==> config.mk <==
export PLATFORM = sky130hd
export DESIGN_NAME = pc_sequencer_flat
export DESIGN_NICKNAME = d
export VERILOG_FILES = /design/src/rtl/pc_sequencer_if.sv /design/src/rtl/pc_sequencer.sv /design/src/flat_wrapper.sv
export SDC_FILE = /design/constraint.sdc
export NUM_CORES = 1
export LEC_CHECK = 0
export BUFFER_PORTS_ARGS = -buffer_cell sky130_fd_sc_hd__buf_4
export CAP_MARGIN = 20
export CORE_UTILIZATION = 55
export CTS_CLUSTER_DIAMETER = 50
export DETAILED_ROUTE_END_ITERATION = 8
export PLACE_DENSITY = 0.94
export SYNTH_ARGS = -nofsm -noshare
export SYNTH_HDL_FRONTEND = slang
export SYNTH_SLANG_ARGS = --single-unit
==> constraint.sdc <==
create_clock -name clk -period 3.95 [get_ports clk]
set_clock_uncertainty 0.15 [all_clocks]
set_input_delay 0.1975 -clock clk [delete_from_list [all_inputs] [get_ports clk]]
set_output_delay 0.1975 -clock clk [all_outputs]
set_load 0.02 [all_outputs]
==> src/rtl/pc_sequencer_if.sv <==
// ============================================================================
//  Module      : pc_sequencer_if
//  Description : Bundle of the RAM-side, executor-side and control signals of
//                the program-counter sequencer. The slave modport is the
//                sequencer's view; the master modport is the environment's.
//                Macro SINGLE_STEP_EN adds the step_mode / step controls.
//  Revision    : 1.0 - initial release
// ============================================================================
`default_nettype none

interface pc_sequencer_if #(
  parameter int unsigned ADDR_W = 9
);
  logic              run;
  logic              cmd_start;
  logic [7:0]        instr_0;
  logic [7:0]        instr_1;
  logic [7:0]        instr_2;
  logic              exec_done;
  logic              zero_flag;
  logic [ADDR_W-1:0] pc;
  logic              exec_valid;
  logic [7:0]        exec_opcode;
  logic [7:0]        exec_op1;
  logic [7:0]        exec_op2;
  logic              halted;
`ifdef SINGLE_STEP_EN
  logic              step_mode;
  logic              step;

  modport slave (
    input  run, cmd_start, instr_0, instr_1, instr_2, exec_done, zero_flag,
    input  step_mode, step,
    output pc, exec_valid, exec_opcode, exec_op1, exec_op2, halted
  );
  modport master (
    output run, cmd_start, instr_0, instr_1, instr_2, exec_done, zero_flag,
    output step_mode, step,
    input  pc, exec_valid, exec_opcode, exec_op1, exec_op2, halted
  );
`else
  modport slave (
    input  run, cmd_start, instr_0, instr_1, instr_2, exec_done, zero_flag,
    output pc, exec_valid, exec_opcode, exec_op1, exec_op2, halted
  );
  modport master (
    output run, cmd_start, instr_0, instr_1, instr_2, exec_done, zero_flag,
    input  pc, exec_valid, exec_opcode, exec_op1, exec_op2, halted
  );
`endif
endinterface

`default_nettype wire

==> src/rtl/pc_sequencer.sv <==
// ============================================================================
//  Module      : pc_sequencer
//  Description : Program counter and instruction dispatch. Drives the program
//                RAM address, captures the three-byte instruction on the RAM
//                start strobe, issues it to the executor with a valid/done
//                handshake and resolves the next address (sequential, JMP,
//                JZ or HALT). Optional macro SINGLE_STEP_EN adds a PAUSE
//                state controlled by step_mode / step.
//  Revision    : 1.0 - initial release
// ============================================================================
`default_nettype none

module pc_sequencer #(
  parameter int unsigned             ADDR_W   = 9,
  parameter logic [ADDR_W-1:0]       RESET_PC = '0
) (
  input  logic            clk,
  input  logic            rst,
  pc_sequencer_if.slave   bus
);

  localparam logic [7:0] c_OP_HALT = 8'hFF;
  localparam logic [7:0] c_OP_JMP  = 8'hC0;
  localparam logic [7:0] c_OP_JZ   = 8'hC1;

  typedef enum logic [2:0] {
    S_IDLE    = 3'd0,
    S_FETCH   = 3'd1,
    S_ISSUE   = 3'd2,
    S_EXEC    = 3'd3,
    S_ADVANCE = 3'd4,
    S_HALT    = 3'd5
`ifdef SINGLE_STEP_EN
    ,S_PAUSE  = 3'd6
`endif
  } state_t;

  state_t            state_q, state_d;
  logic [ADDR_W-1:0] pc_q, pc_d;
  logic [ADDR_W-1:0] npc_q, npc_d;
  logic [7:0]        opc_q, opc_d;
  logic [7:0]        op1_q, op1_d;
  logic [7:0]        op2_q, op2_d;
`ifdef SINGLE_STEP_EN
  logic              pend_q, pend_d;
  logic              w_have_cmd;
`endif

  logic [8:0]        w_target9;
  logic [ADDR_W-1:0] w_target;
  logic [1:0]        w_len;
  logic [ADDR_W-1:0] w_seq;
  logic              w_take;

  // Jump target and sequential successor derived from the latched instruction
  assign w_target9 = {op1_q[0], op2_q};
  assign w_target  = ADDR_W'(w_target9);
  assign w_seq     = pc_q + ADDR_W'(w_len);
  assign w_take    = (opc_q == c_OP_JMP) || ((opc_q == c_OP_JZ) && bus.zero_flag);

  // Instruction length from the opcode's top two bits
  always_comb begin
    w_len = 2'd3;
    case (opc_q[7:6])
      2'b00:   w_len = 2'd1;
      2'b01:   w_len = 2'd2;
      default: w_len = 2'd3;
    endcase
  end

  // Next-state and next-register computation
  always_comb begin
    state_d = state_q;
    pc_d    = pc_q;
    npc_d   = npc_q;
    opc_d   = opc_q;
    op1_d   = op1_q;
    op2_d   = op2_q;
`ifdef SINGLE_STEP_EN
    pend_d     = pend_q;
    w_have_cmd = 1'b0;
`endif
    case (state_q)
      S_IDLE: begin
        if (bus.run) state_d = S_FETCH;
      end
      S_FETCH: begin
        if (bus.cmd_start) begin
          opc_d   = bus.instr_0;
          op1_d   = bus.instr_1;
          op2_d   = bus.instr_2;
          state_d = S_ISSUE;
        end
      end
      S_ISSUE: begin
        // a done strobe here is ignored; the executor only just got the op
        state_d = S_EXEC;
      end
      S_EXEC: begin
        if (bus.exec_done) begin
          if (opc_q == c_OP_HALT) begin
            state_d = S_HALT;
          end else if (w_take) begin
            // self-jump never changes the address, so the RAM would never
            // re-fetch; stop cleanly instead of deadlocking
            if (w_target == pc_q) begin
              state_d = S_HALT;
            end else begin
              npc_d   = w_target;
              state_d = S_ADVANCE;
            end
          end else begin
            npc_d   = w_seq;
            state_d = S_ADVANCE;
          end
        end
      end
      S_ADVANCE: begin
        pc_d = npc_q;
`ifdef SINGLE_STEP_EN
        if (bus.step_mode)  state_d = S_PAUSE;
        else if (bus.run)   state_d = S_FETCH;
        else                state_d = S_IDLE;
`else
        if (bus.run) state_d = S_FETCH;
        else         state_d = S_IDLE;
`endif
      end
`ifdef SINGLE_STEP_EN
      S_PAUSE: begin
        // the RAM may deliver the new instruction while paused; hold it
        if (bus.cmd_start && !pend_q) begin
          opc_d  = bus.instr_0;
          op1_d  = bus.instr_1;
          op2_d  = bus.instr_2;
          pend_d = 1'b1;
        end
        w_have_cmd = pend_q | bus.cmd_start;
        if (bus.step) begin
          pend_d  = 1'b0;
          state_d = w_have_cmd ? S_ISSUE : S_FETCH;
        end else if (!bus.run) begin
          pend_d  = 1'b0;
          state_d = S_IDLE;
        end
      end
`endif
      S_HALT: begin
        state_d = S_HALT;
      end
      default: begin
        state_d = S_IDLE;
      end
    endcase
  end

  // State and datapath registers with asynchronous active-low reset
  always_ff @(posedge clk or negedge rst) begin
    if (!rst) begin
      state_q <= S_IDLE;
      pc_q    <= RESET_PC;
      npc_q   <= RESET_PC;
      opc_q   <= 8'h00;
      op1_q   <= 8'h00;
      op2_q   <= 8'h00;
`ifdef SINGLE_STEP_EN
      pend_q  <= 1'b0;
`endif
    end else begin
      state_q <= state_d;
      pc_q    <= pc_d;
      npc_q   <= npc_d;
      opc_q   <= opc_d;
      op1_q   <= op1_d;
      op2_q   <= op2_d;
`ifdef SINGLE_STEP_EN
      pend_q  <= pend_d;
`endif
    end
  end

  assign bus.pc          = pc_q;
  assign bus.exec_valid  = (state_q == S_ISSUE);
  assign bus.exec_opcode = opc_q;
  assign bus.exec_op1    = op1_q;
  assign bus.exec_op2    = op2_q;
  assign bus.halted      = (state_q == S_HALT);

endmodule

`default_nettype wire

==> src/flat_wrapper.sv <==
// flat-port wrapper written by rule: the top's interface ports become plain ports
module pc_sequencer_flat 
#(
  parameter int unsigned             ADDR_W   = 9,
  parameter logic [ADDR_W-1:0]       RESET_PC = '0
)
  (clk, rst, bus_run, bus_cmd_start, bus_instr_0, bus_instr_1, bus_instr_2, bus_exec_done, bus_zero_flag, bus_pc, bus_exec_valid, bus_exec_opcode, bus_exec_op1, bus_exec_op2, bus_halted);
  pc_sequencer_if #(.ADDR_W(ADDR_W)) bus_i ();
  input  logic clk;
  input  logic rst;
  input wire logic [$bits(bus_i.run)-1:0] bus_run;
  input wire logic [$bits(bus_i.cmd_start)-1:0] bus_cmd_start;
  input wire logic [$bits(bus_i.instr_0)-1:0] bus_instr_0;
  input wire logic [$bits(bus_i.instr_1)-1:0] bus_instr_1;
  input wire logic [$bits(bus_i.instr_2)-1:0] bus_instr_2;
  input wire logic [$bits(bus_i.exec_done)-1:0] bus_exec_done;
  input wire logic [$bits(bus_i.zero_flag)-1:0] bus_zero_flag;
  output wire logic [$bits(bus_i.pc)-1:0] bus_pc;
  output wire logic [$bits(bus_i.exec_valid)-1:0] bus_exec_valid;
  output wire logic [$bits(bus_i.exec_opcode)-1:0] bus_exec_opcode;
  output wire logic [$bits(bus_i.exec_op1)-1:0] bus_exec_op1;
  output wire logic [$bits(bus_i.exec_op2)-1:0] bus_exec_op2;
  output wire logic [$bits(bus_i.halted)-1:0] bus_halted;
  assign bus_i.run = bus_run;
  assign bus_i.cmd_start = bus_cmd_start;
  assign bus_i.instr_0 = bus_instr_0;
  assign bus_i.instr_1 = bus_instr_1;
  assign bus_i.instr_2 = bus_instr_2;
  assign bus_i.exec_done = bus_exec_done;
  assign bus_i.zero_flag = bus_zero_flag;
  assign bus_pc = bus_i.pc;
  assign bus_exec_valid = bus_i.exec_valid;
  assign bus_exec_opcode = bus_i.exec_opcode;
  assign bus_exec_op1 = bus_i.exec_op1;
  assign bus_exec_op2 = bus_i.exec_op2;
  assign bus_halted = bus_i.halted;
  pc_sequencer #(.ADDR_W(ADDR_W), .RESET_PC(RESET_PC)) u_core (.clk(clk), .rst(rst), .bus(bus_i));
endmodule
# ---- After elaboration in Yosys (flattened, before gate mapping)
# Index checks and enable logic that the tools add are counted.
dict set report word_totals {
  ff_bits 45
  inputBits 30
  out_inout_bits 35
  elab_cells 40
}
dict set report op_classes {
  n_addsub 1
  n_eq_ne 14
  muxes 11
  n_bitwise 1
  n_reduce_logical 7
}
# cell count
set op_table {}
lappend op_table {{8-bit == test (second input constant)} 3}
lappend op_table {{9-bit 2-to-1 mux} 2}
lappend op_table {{3-bit case mux with 6 select lines} 1}
lappend op_table {{3-bit 2-to-1 mux} 4}
lappend op_table {{9-bit by 2-bit adder with 9-bit output} 1}
lappend op_table {{9-bit == test} 1}
lappend op_table {{2-bit != test (second input constant)} 4}
lappend op_table {{3-bit by 2-bit == test with 1-bit output (second input constant)} 2}
lappend op_table {{3-bit == test (second input constant)} 2}
lappend op_table {{2-bit case mux with 2 select lines} 1}
lappend op_table {{4-bit AND reduction} 1}
lappend op_table {{3-bit by 1-bit == test with 1-bit output (second input constant)} 1}
lappend op_table {{3-bit logical NOT} 1}
lappend op_table {{1-bit 2-to-1 mux} 3}
lappend op_table {{3-bit AND reduction} 1}
lappend op_table {{2-bit by 1-bit == test with 1-bit output (second input constant)} 1}
lappend op_table {{2-bit logical NOT} 1}
lappend op_table {{2-bit AND reduction} 1}
lappend op_table {{1-bit logical AND} 1}
lappend op_table {{1-bit logical OR} 1}
lappend op_table {{1-bit inverter} 1}

# ---- Logic depth before layout (Yosys ltp)
# Gate-level depths: netlist of the first run.
dict set report logic_depth {
  ltp_word 7
  ltp_mapped 8
  mapped_depth_nobuf 8
}

# ---- Worst setup path before layout of the first run
# Ideal clock, no wire load.
dict set report synth_path {
  path_kind {register to register}
  from {register u_core.opc_q[6], in the netlist u_core.bus.exec_opcode[6]}
  to {register u_core.npc_q[8]}
  setup_time_ns 0.111
  arrival_time_ns 2.079
  required_ns 3.689
  slack_ns 1.609
  path_stages_with_launch 9
  n_path_buf 0
  synth_period_minus_slack_ns 2.341
  cell_sequence {dfrtp_1 -> or2b_2 -> ha_1 -> inv_1 -> fa_1 -> nor3b_1 -> nand3_1 -> xor2_1 -> a222oi_1}
}
dict set report synth_via {
  elab_chain_cells 5
  elab_cells_between_ends 13
  cone_classes {add/sub (1); eq/ne (5); mux (2); bitwise (1); reduce/logical (4)}
}
# element line
set synth_lines {}
lappend synth_lines {{start, declared} pc_sequencer.sv:41} ;# logic [7:0] opc_q, opc_d;
lappend synth_lines {{start signal, assigned} pc_sequencer.sv:173} ;# opc_q <= opc_d;
lappend synth_lines {{parallel branches: the longest is 5 deep, another holds 9-bit by 2-bit adder with 9-bit output} --}
lappend synth_lines {{end signal, assigned} pc_sequencer.sv:172} ;# npc_q <= npc_d;
lappend synth_lines {{end, declared} pc_sequencer.sv:40} ;# logic [ADDR_W-1:0] npc_q, npc_d;
# Parallel ways; which one is timed is not known.
# A chain may end at the register's enable or synchronous reset.

# ---- Worst setup path after layout of the first run
dict set report layout_path {
  from {register u_core.opc_q[7], in the netlist u_core.bus.exec_opcode[7]}
  to {register u_core.npc_q[8]}
}
# The elaborated chain is that of the path after synthesis.

==> summary.md, run 1 <==
| Metric | Value |
|---|---|
| Post-route DRC violation count | 0 |
| Leak | 1.380 nW |
| Die Wd | 64.66 um |
| Max FO, Critical Path | 6 |
| Asr flop ratio synth | 100.0% |
| Post-synthesis cell area | 2160 um^2 |
| Skew-Pair Late Insertion Delay | 300 ps |
| Library cells used by synthesis | 38 |
| Site Rows | 22 |
| Most frequent cells in the layout | 64 x buf_4, 45 x dfrtp_1, 29 x mux2_2 |
| Max-slew headroom | 64.34% |
| Min Tclk post-route | 2495 ps |
| Die extent in y | 64.66 um |
| First-pass GRT wire length | 8.818 mm |
| WL final | 5.630 mm |
| Peak VDD IR | 0.4496 mV |
| Hold worst-path end | u_core.state_q[0]$_DFFE_PN0P_ |
| Setup Crit Path Kind | reg -> reg |
| Area contributors post-synth | dfrtp_1 52%, mux2_2 15%, a222oi_1 4.2%, xor2_1 4.1%, inv_1 2.6% |
| CP endpoint kind | flop |
| Dpl ws | 1530 ps |
| I/O pins | 65 |
| Area leader, netlist | dfrtp_1 |
| Cts bufs inserted | 5 |
| Post-synthesis average cell area | 12.27 um^2 |
| Htree depth | 2 |
| Most common cell after layout, fill and taps aside | buf_4 |
| Cells after synthesis | 176 |
| DR WL/cell | 17.76 um |
| PD cells | 834.3 nW/um^2 |
| Syn. warnings | 0 |
| Final setup fails | 0 |
| Tcrit/Tclk final | 63.16% |
| DRT iter0 DRCs | 202 |
| Highest metal used | met4 |
| TNS Setup | 0 ps |
| Initial DRT Pass Iterations | 5 |
| GRT Residual Overflow | 0 |
| Register area share after synthesis | 52.14% |
| RR Startpoint | u_core.bus.exec_opcode[7]$_DFFE_PN0P_ |
| Post-synth top area share | 52.14% |
| RSZ-0062 raised after global routing | no |
| CP arrival | 2530 ps |
| FF+latch count, synth | 45 |
| CTS tree | done |
| Post-CTS setup buffer count | 0 |
| Reg2reg path depth | 8 |
| Pin count of the biggest net entering global routing | 46 |
| ANT cells | 0 |
| Syn_nets | 209 |
| Critical Path Start Type | flop |
| CORE AREA | 3716 um^2 |
| PortBufs | 64 |
| Hold path start | bus_run |
| Final layout net count | 302 |
| Layout cells sized above 1 | 40.52% |
| Worst slew pin tran | 534.9 ps |
| Count of final hold-check violations | 0 |
| Initial antenna violation count | 0 |
| Post-synth EDFFs | 0 |
| Hold Path Class | in -> reg |
| Avg Vias per Cell | 5.621 |
| DIE AREA | 4181 um^2 |
| Setup slack after layout | 1455 ps |
| DP HPWL | 3.307 mm |
| Gr usage total | 28.59% |
| Synth-to-layout area growth | 41.25% |
| Core Util, Final | 82.09% |
| CTS Sinks | 45 |
| ANT nets after route | 0 |
| Placer congestion estimate | 0.9028 |
| Final Max Slew Viols | 0 |
| Status | complete, no violations |
| Met1 Wirelength | 2.157 mm |
| Vias in the first global route | 1787 |
| Maxcap violations | 0 |
| Worst R2R End | u_core.npc_q[8]$_DFFE_PN0P_ |
| Clk buf depth | 2 |
| Req. time, crit path | 3980 ps |
| Prevailing post-synth register cell | dfrtp_1 |
| Via count | 1782 |
| WL met3 | 356 um |
| Min-Delay Path Depth | 3 |
| Fmax achieved | 400.9 MHz |
| Internal reg-to-reg setup slack | 1460 ps |
| Cell at the root of the clock tree | clkbuf_8 |
| Metal2 WL | 2.975 mm |
| CTS clk-pin slew, worst paths | 80 ps |
| Initial Util | 58.11% |
-- cell families after synthesis --
logic type | share of synthesized area, %
flip-flops | 52.14
AND/OR/NAND/NOR | 10.08
multiplexers | 16.69
AO/OA/AOI/OAI | 8.517
buffers and inverters | 3.997
XOR/XNOR | 6.489
adder cells (fa/ha/maj) | 2.086
-- where the power goes --
part / total (mW) / internal, mW / switching (mW) / leakage (nW)
Clock: 0.288 / 0.139 / 0.149 / 0.0443
Sequential: 0.974 / 0.684 / 0.290 / 0.510
Combinational: 1.28 / 0.647 / 0.636 / 0.826
-- layout make-up --
type	instances	area [um^2]
flip-flops and latches	45	1126
clock buffers	7	86.33
repair buffers	91	768.2
fillers	195	665.6
inverters	15	56.30
well taps	48	60.06
multi-input cells	111	953.4
-- cells in the mapped netlist (2+ instances only) --
cell type	instances
nand3_1	4
ha_1	2
xnor2_1	6
mux2_2	29
nor2b_1	2
nand2_2	2
buf_2	3
nand2_1	5
and4_1	2
mux2_1	3
a21oi_1	4
inv_1	15
a222oi_1	9
dfrtp_1	45
xor2_1	10
nor2_1	12
nor3_1	2
-- metal layers --
| metal | track usage [%] | vias up |
|---|---|---|
| met1 | 36.16 | 877 |
| met2 | 47.37 | 82 |
| met5 | 0 | - |
| met4 | 11.94 | 0 |
| li1 | - | 811 |
| met3 | 6.338 | 12 |
-- worst max-delay path: stages, from the launching register on --
cell	delay [ps]
dfrtp_1	480
or2b_2	160
ha_1	150
inv_1	50
fa_1	430
nor3b_1	380
nand3_1	170
xor2_1	160
a222oi_1	260
-- sequential cells by signal (all words and copies together), names as in the netlist --
register	cells
u_core.bus.exec_op1	8
u_core.bus.exec_op2	8
u_core.bus.exec_opcode	8
u_core.bus.pc	9
u_core.npc_q	9
u_core.state_q	3
-- worst max path at each step --
stage                                          start                          end  slack (ps)
2_1_floorplan  u_core.bus.exec_opcode[6]$_DFFE_PN0P_  u_core.npc_q[8]$_DFFE_PN0P_        1610
3_3_place_gp   u_core.bus.exec_opcode[6]$_DFFE_PN0P_  u_core.npc_q[8]$_DFFE_PN0P_        1660
3_5_place_dp   u_core.bus.exec_opcode[6]$_DFFE_PN0P_  u_core.npc_q[8]$_DFFE_PN0P_        1530
4_1_cts        u_core.bus.exec_opcode[6]$_DFFE_PN0P_  u_core.npc_q[8]$_DFFE_PN0P_        1470
5_1_grt        u_core.bus.exec_opcode[7]$_DFFE_PN0P_  u_core.npc_q[8]$_DFFE_PN0P_        1260
6_report       u_core.bus.exec_opcode[7]$_DFFE_PN0P_  u_core.npc_q[8]$_DFFE_PN0P_        1460
-- metrics by stage --
step	hold WS [ps]	instance area (um^2)	instances	power, mW
2_1_floorplan	-248.1	2160	176	1.700
3_3_place_gp	69.90	2676	283	2.119
3_5_place_dp	74.01	2676	283	2.164
4_1_cts	59.33	3023	316	2.482
5_1_grt	86.85	3050	317	2.687
6_report	79.19	3050	317	2.545
-- what timing repair did --
action / CTS / global route
hold buffers: 26 / 0
gates resized for setup: 0 / 0
hold endpoints to repair: 70 / 0
Note: power is estimated with default switching activity, not from simulation.
==> run 2: changes to the inputs <==
Settings changed: ABC_AREA set to 1, CORE_UTILIZATION 55 to 52, PLACE_DENSITY 0.94 to 0.88.
Clock period 3.95 ns to 2.4 ns, I/O delays scaled along.
==> summary.md, run 2 <==
| Metric | Value |
|---|---|
| Status | complete, no violations |
| Initial Util | 54.73% (-3.4 points) |
| Cell at the root of the clock tree | clkbuf_8 |
| Placed Instances | 388 (+37%) |
| Die extent in y | 70.17 um (+8.5%) |
| WL final | 6.134 mm (+9.0%) |
| I/O pins | 65 (unchanged) |
| Post-route DRC violation count | 0 (unchanged) |
| Post-synthesis average cell area | 8.691 um^2 (-29%) |
| PD cells | 1394 nW/um^2 (+67%) |
| Pin count of the biggest net entering global routing | 46 (unchanged) |
| Post-synth EDFFs | 0 (unchanged) |
| Fin cells | 421 (+33%) |
| Via count | 2221 (+25%) |
| ANT cells | 0 (unchanged) |
| PortBufs | 64 (unchanged) |
| CORE AREA | 4414 um^2 (+19%) |
| Synth-to-layout area growth | 36.15% |
| Cts bufs inserted | 5 (unchanged) |
| Initial antenna violation count | 0 (unchanged) |
| Setup Crit Path Kind | reg -> reg |
| Syn_nets | 311 (+49%) |
| Worst slew pin tran | 593.5 ps (+58.60 ps) |
| CP endpoint kind | flop |
| Core Util, Final | 74.52% (-7.6 points) |
| Cells after synthesis | 278 (+58%) |
| Critical Path Start Type | flop |
| Htree depth | 2 (unchanged) |
| Placer congestion estimate | 0.8413 (-6.8%) |
| Setup slack after layout | 276.5 ps (-1179 ps) |
| Min Tclk post-route | 2124 ps (-371.2 ps) |
| Clk buf depth | 2 (unchanged) |
| CTS Sinks | 45 (unchanged) |
| Post-CTS setup buffer count | 0 (unchanged) |
| GRT Residual Overflow | 0 (unchanged) |
| DP HPWL | 3.861 mm (+17%) |
| Final Max Slew Viols | 0 (unchanged) |
| Fmax achieved | 470.9 MHz (+17%) |
| Site Rows | 24 (+9.1%) |
| Skew-Pair Late Insertion Delay | 300 ps (about the same) |
| Leak | 1.688 nW (+22%) |
| Asr flop ratio synth | 100.0% (unchanged) |
| Initial DRT Pass Iterations | 4 (-1) |
| Post-synthesis cell area | 2416 um^2 (+12%) |
| Prevailing post-synth register cell | dfrtp_1 |
| Peak VDD IR | 0.9420 mV (+110%) |
| Die Wd | 70.17 um (+8.5%) |
| Most frequent cells in the layout | 64 x buf_4, 52 x nand2_1, 45 x dfrtp_1 |
| Req. time, crit path | 2480 ps (-1500 ps) |
| Final setup fails | 0 (unchanged) |
| Library cells used by synthesis | 34 (-11%) |
| CTS Hold Bufs | 25 (-3.8%) |
| CTS clk-pin slew, worst paths | 80 ps (about the same) |
| Area contributors post-synth | dfrtp_1 47%, nand2_1 8.1%, nor2_1 6.4%, a21oi_1 5.0%, mux2_2 4.2% |
| Tcrit/Tclk final | 88.48% (+25 points) |
| Post-CTS Resized | 0 (unchanged) |
| ANT nets after route | 0 (unchanged) |
| CTS tree | done |
| Most common cell after layout, fill and taps aside | buf_4 |
| Syn. warnings | 0 (unchanged) |
| RSZ-0062 raised after global routing | no |
| Final layout net count | 401 (+33%) |
| Hold Path Class | in -> reg |
| Pwr Total | 4.584 mW (+80%) |
| Dpl ws | 328.3 ps (-1202 ps) |
| Vias in the first global route | 2155 (+21%) |
| Count leader, synth | nand2_1 |
| Post-synth top area share | 46.61% (-5.5 points) |
| CP arrival | 2200 ps (-330 ps) |
| Maxcap violations | 0 (unchanged) |
| Register area share after synthesis | 46.61% (-5.5 points) |
| Max-slew headroom | 60.34% (-4.0 points) |
| DR WL/cell | 14.57 um (-18%) |
| Count of final hold-check violations | 0 (unchanged) |
| Max FO, Critical Path | 4 (-2) |
| DRT iter0 DRCs | 156 (-23%) |
| First-pass GRT wire length | 9.977 mm (+13%) |
| Synth cell count leaders | 52 x nand2_1, 45 x dfrtp_1, 41 x nor2_1, 26 x inv_1, 24 x a21oi_1 |
| DIE AREA | 4923 um^2 (+18%) |
| FF+latch count, synth | 45 (unchanged) |
| Area leader, netlist | dfrtp_1 |
| TNS Setup | 0 ps (unchanged) |
| Avg Vias per Cell | 5.276 (-6.2%) |
| Layout cells sized above 1 | 33.33% (-7.2 points) |
| Gr usage total | 26.39% (-2.2 points) |
## run 2: worst max-delay path: stages, from the launching register on
cell and delay (ps):
dfrtp_1 410, inv_1 80, nand2_1 60, ha_1 160, inv_1 50, fa_1 430
nor2_1 170, nor2_1 50, o21ai_0 180, o21ai_0 160, o21ai_2 150
## run 2: routing by layer
layer	global-route usage, %	up-vias	routed length, um
met4	10.44	0	151
met5	0	-	0
met1	30.27	1051	2402
met3	6.638	19	352
met2	46.90	91	3228
li1	-	1060	-
## run 2: where the power goes
| part | internal (mW) | switching [mW] | leakage [nW] |
|---|---|---|---|
| registers | 1.13 | 0.372 | 0.523 |
| clock network | 0.414 | 0.265 | 0.0681 |
| logic | 0.991 | 1.41 | 1.10 |
## run 2: path summary, 6_finish.rpt
check                                                       from  depth (start not counted)  slack, ps                                 end
max                        u_core.bus.exec_opcode[7]$_DFFE_PN0P_                         10        280         u_core.npc_q[4]$_DFFE_PN0P_
min                                                bus_cmd_start                          3         70       u_core.state_q[1]$_DFFE_PN0P_
max reg2reg                u_core.bus.exec_opcode[7]$_DFFE_PN0P_                         10        280         u_core.npc_q[4]$_DFFE_PN0P_
min reg2reg                          u_core.npc_q[5]$_DFFE_PN0P_                          2        340         u_core.npc_q[5]$_DFFE_PN0P_
max in group asynchronous                                    rst                          2       1510  u_core.bus.exec_op1[0]$_DFFE_PN0P_
min in group asynchronous                                    rst                          2        210       u_core.state_q[2]$_DFFE_PN0P_
## run 2: cell type report
cell class                      instances  area (um^2)
Multi-Input combinational cell        189         1091
Sequential cell                        45         1126
Clock inverter                          3        65.06
Inverter                               38        142.6
Fill cell                             329         1125
Tap cell                               52        65.06
Clock buffer                            5        68.82
Timing Repair Buffer                   89        730.7
## run 2: cell families after synthesis
logic type,count (synthesis),synth area share [%]
AND/OR/NAND/NOR,126,25.01
flip-flops,45,46.61
buffers and inverters,44,8.234
AO/OA/AOI/OAI,43,10.36
multiplexers,13,6.473
XOR/XNOR,4,1.450
adder cells (fa/ha/maj),3,1.864
## run 2: stage by stage
step	area [um^2]	hold slack, ps
2_1_floorplan	2416	-325.6
6_report	3289	69.07
4_1_cts	3289	53.52
5_1_grt	3289	88.14
3_3_place_gp	2905	2.178
3_5_place_dp	2905	4.703
==> run 3: changes to the inputs <==
Settings changed: PLACE_DENSITY 0.88 to 0.86.
==> summary.md, run 3 (synthesis gave the netlist of run 2 again) <==
| Metric | Value |
|---|---|
| Tcrit/Tclk final | 88.59% (+0.11 points) |
| Site Rows | 24 (unchanged) |
| Leak | 1.664 nW (-1.4%) |
| Reg power frac | 34.3% (+1.6 points) |
| ANT cells | 0 (unchanged) |
| Req. time, crit path | 2470 ps (about the same) |
| Min-Delay Path Depth | 3 (unchanged) |
| Placer congestion estimate | 0.8591 (+2.1%) |
| I/O pins | 65 (unchanged) |
| Fin Hold WS | 72.88 ps (+3.808 ps) |
| Worst R2R End | u_core.npc_q[8]$_DFFE_PN0P_ |
| Fill cells | 331 (+0.61%) |
| Pin count of the biggest net entering global routing | 46 (unchanged) |
| WL final | 5.752 mm (-6.2%) |
| Reg2reg path depth | 11 (+1) |
| Via count | 2176 (-2.0%) |
| Final layout net count | 401 (unchanged) |
| Count of final hold-check violations | 0 (unchanged) |
| Die extent in y | 70.17 um (unchanged) |
| Comb pwr share | 54.9% (+2.4 points) |
| Net Sw Frac | 45.88% (+1.1 points) |
| Max-slew headroom | 59.40% (-0.94 points) |
| RSZ-0062 raised after global routing | no |
| DIE AREA | 4923 um^2 (unchanged) |
| Max FO, Critical Path | 5 (+1) |
| Clk buf depth | 2 (unchanged) |
| Post-route DRC violation count | 0 (unchanged) |
| Critical Path Start Type | flop |
| Vias in the first global route | 2113 (-1.9%) |
| Final Max Slew Viols | 0 (unchanged) |
| RR Startpoint | u_core.bus.exec_opcode[6]$_DFFE_PN0P_ |
| Most frequent cells in the layout | 64 x buf_4, 52 x nand2_1, 45 x dfrtp_1 |
| CTS clk-pin slew, worst paths | 80 ps (about the same) |
| Hold worst-path end | u_core.state_q[1]$_DFFE_PN0P_ |
| Net switching power | 1.993 mW (-2.9%) |
| Core Util, Final | 73.44% (-1.1 points) |
| Synth-to-layout area growth | 34.18% |
| Hold path start | bus_cmd_start |
| Maxcap violations | 0 (unchanged) |
| Die Wd | 70.17 um (unchanged) |
| Htree depth | 2 (unchanged) |
| Initial Util | 54.73% (unchanged) |
| PortBufs | 64 (unchanged) |
| Cell Area, Placed | 2905 um^2 (unchanged) |
| GRT Residual Overflow | 0 (unchanged) |
| Peak VDD IR | 0.8710 mV (-7.5%) |
| Design Area, Final | 3242 um^2 (-1.4%) |
| DP HPWL | 3.722 mm (-3.6%) |
| ANT nets after route | 0 (unchanged) |
| DRT iter0 DRCs | 90 (-42%) |
| Cts bufs inserted | 5 (unchanged) |
| Clock network power share | 10.8% (-4.0 points) |
| Worst slew pin tran | 607.6 ps (+14.05 ps) |
| Cell at the root of the clock tree | clkbuf_8 |
| Final setup fails | 0 (unchanged) |
| Initial DRT Pass Iterations | 4 (unchanged) |
| Layout cells sized above 1 | 32.88% (-0.45 points) |
| Gr usage total | 24.74% (-1.7 points) |
| CTS Sinks | 45 (unchanged) |
| Most common cell after layout, fill and taps aside | buf_4 |
| Fmax achieved | 470.3 MHz (-0.12%) |
| Internal reg-to-reg setup slack | 270 ps (about the same) |
| Skew-Pair Late Insertion Delay | 290 ps (about the same) |
| CP arrival | 2190 ps (about the same) |
| First-pass GRT wire length | 9.604 mm (-3.7%) |
| PD cells | 1340 nW/um^2 (-3.8%) |
| Status | complete, no violations |
| TNS Setup | 0 ps (unchanged) |
| DR WL/cell | 13.70 um (-6.0%) |
| CP endpoint kind | flop |
| Avg Vias per Cell | 5.181 (-1.8%) |
| Initial antenna violation count | 0 (unchanged) |
| Hold Path Class | in -> reg |
| CORE AREA | 4414 um^2 (unchanged) |
| Setup Crit Path Kind | reg -> reg |
| Min Tclk post-route | 2126 ps (+2.603 ps) |
| CTS tree | done |
| Pint | 2.351 mW (-7.1%) |
## run 3: what timing repair did
action                                 in CTS  in global routing
setup buffers                               0                  0
setup endpoints to repair                   0                  0
hold buffers                               25                  0
endpoints found under the hold margin      69                  0
resized for setup                           0                  0
## run 3: final cells by class
cell class | count | area (um^2) | area share, %
Sequential cell | 45 | 1126 | 34.74
Tap cell | 52 | 65.06 | 2.007
Inverter | 38 | 142.6 | 4.400
Clock buffer | 7 | 86.33 | 2.663
Multi-Input combinational cell | 189 | 1091 | 33.66
Timing Repair Buffer | 89 | 730.7 | 22.54
## run 3: layer usage
layer / up-vias / share of wire, % / global-route usage, %
li1: 1062 / - / -
met3: 8 / 6.0 / 5.628
met2: 75 / 50 / 42.84
met5: - / 0 / 0
met1: 1031 / 42 / 30.79
met4: 0 / 1.4 / 7.333
## run 3: power by group through the flow
| stage | clock [mW] | sequential, mW | combinational, mW |
|---|---|---|---|
| floorplan | 0 | 1.76 | 1.29 |
| global placement | 0 | 1.47 | 2.26 |
| detailed placement | 0 | 1.49 | 2.32 |
| CTS | 0.476 | 1.48 | 2.37 |
| global route | 0.505 | 1.54 | 2.62 |
| finish | 0.471 | 1.49 | 2.38 |
## run 3: per-stage QoR
step | instances | power, mW | setup slack (ps)
final | 420 | 4.344 | 273.9
after CTS | 420 | 4.320 | 288.5
after global placement | 388 | 3.734 | 400.4
after floorplan | 278 | 3.045 | 310.9
after detailed placement | 388 | 3.806 | 321.3
after global routing | 420 | 4.673 | 75.19
## run 3: worst max path at each step
stage | from | endpoint | cells after the start
2_1_floorplan | u_core.bus.exec_opcode[7]$_DFFE_PN0P_ | u_core.npc_q[6]$_DFFE_PN0P_ | 10
3_3_place_gp | u_core.bus.exec_opcode[7]$_DFFE_PN0P_ | u_core.npc_q[6]$_DFFE_PN0P_ | 10
6_report | u_core.bus.exec_opcode[6]$_DFFE_PN0P_ | u_core.npc_q[8]$_DFFE_PN0P_ | 11
4_1_cts | u_core.bus.exec_opcode[7]$_DFFE_PN0P_ | u_core.npc_q[6]$_DFFE_PN0P_ | 10
3_5_place_dp | u_core.bus.exec_opcode[6]$_DFFE_PN0P_ | u_core.npc_q[6]$_DFFE_PN0P_ | 9
5_1_grt | u_core.bus.exec_opcode[7]$_DFFE_PN0P_ | u_core.npc_q[8]$_DFFE_PN0P_ | 12
## run 3: worst max-delay path, stage by stage (launching register included)
cell and delay (ps):
dfrtp_1 450, nand2_1 100, ha_1 160, inv_1 60, fa_1 430, nor2_1 130
nand4_1 120, nand2_1 80, nand2_1 50, o21ai_0 160, inv_1 50, o21ai_1 110
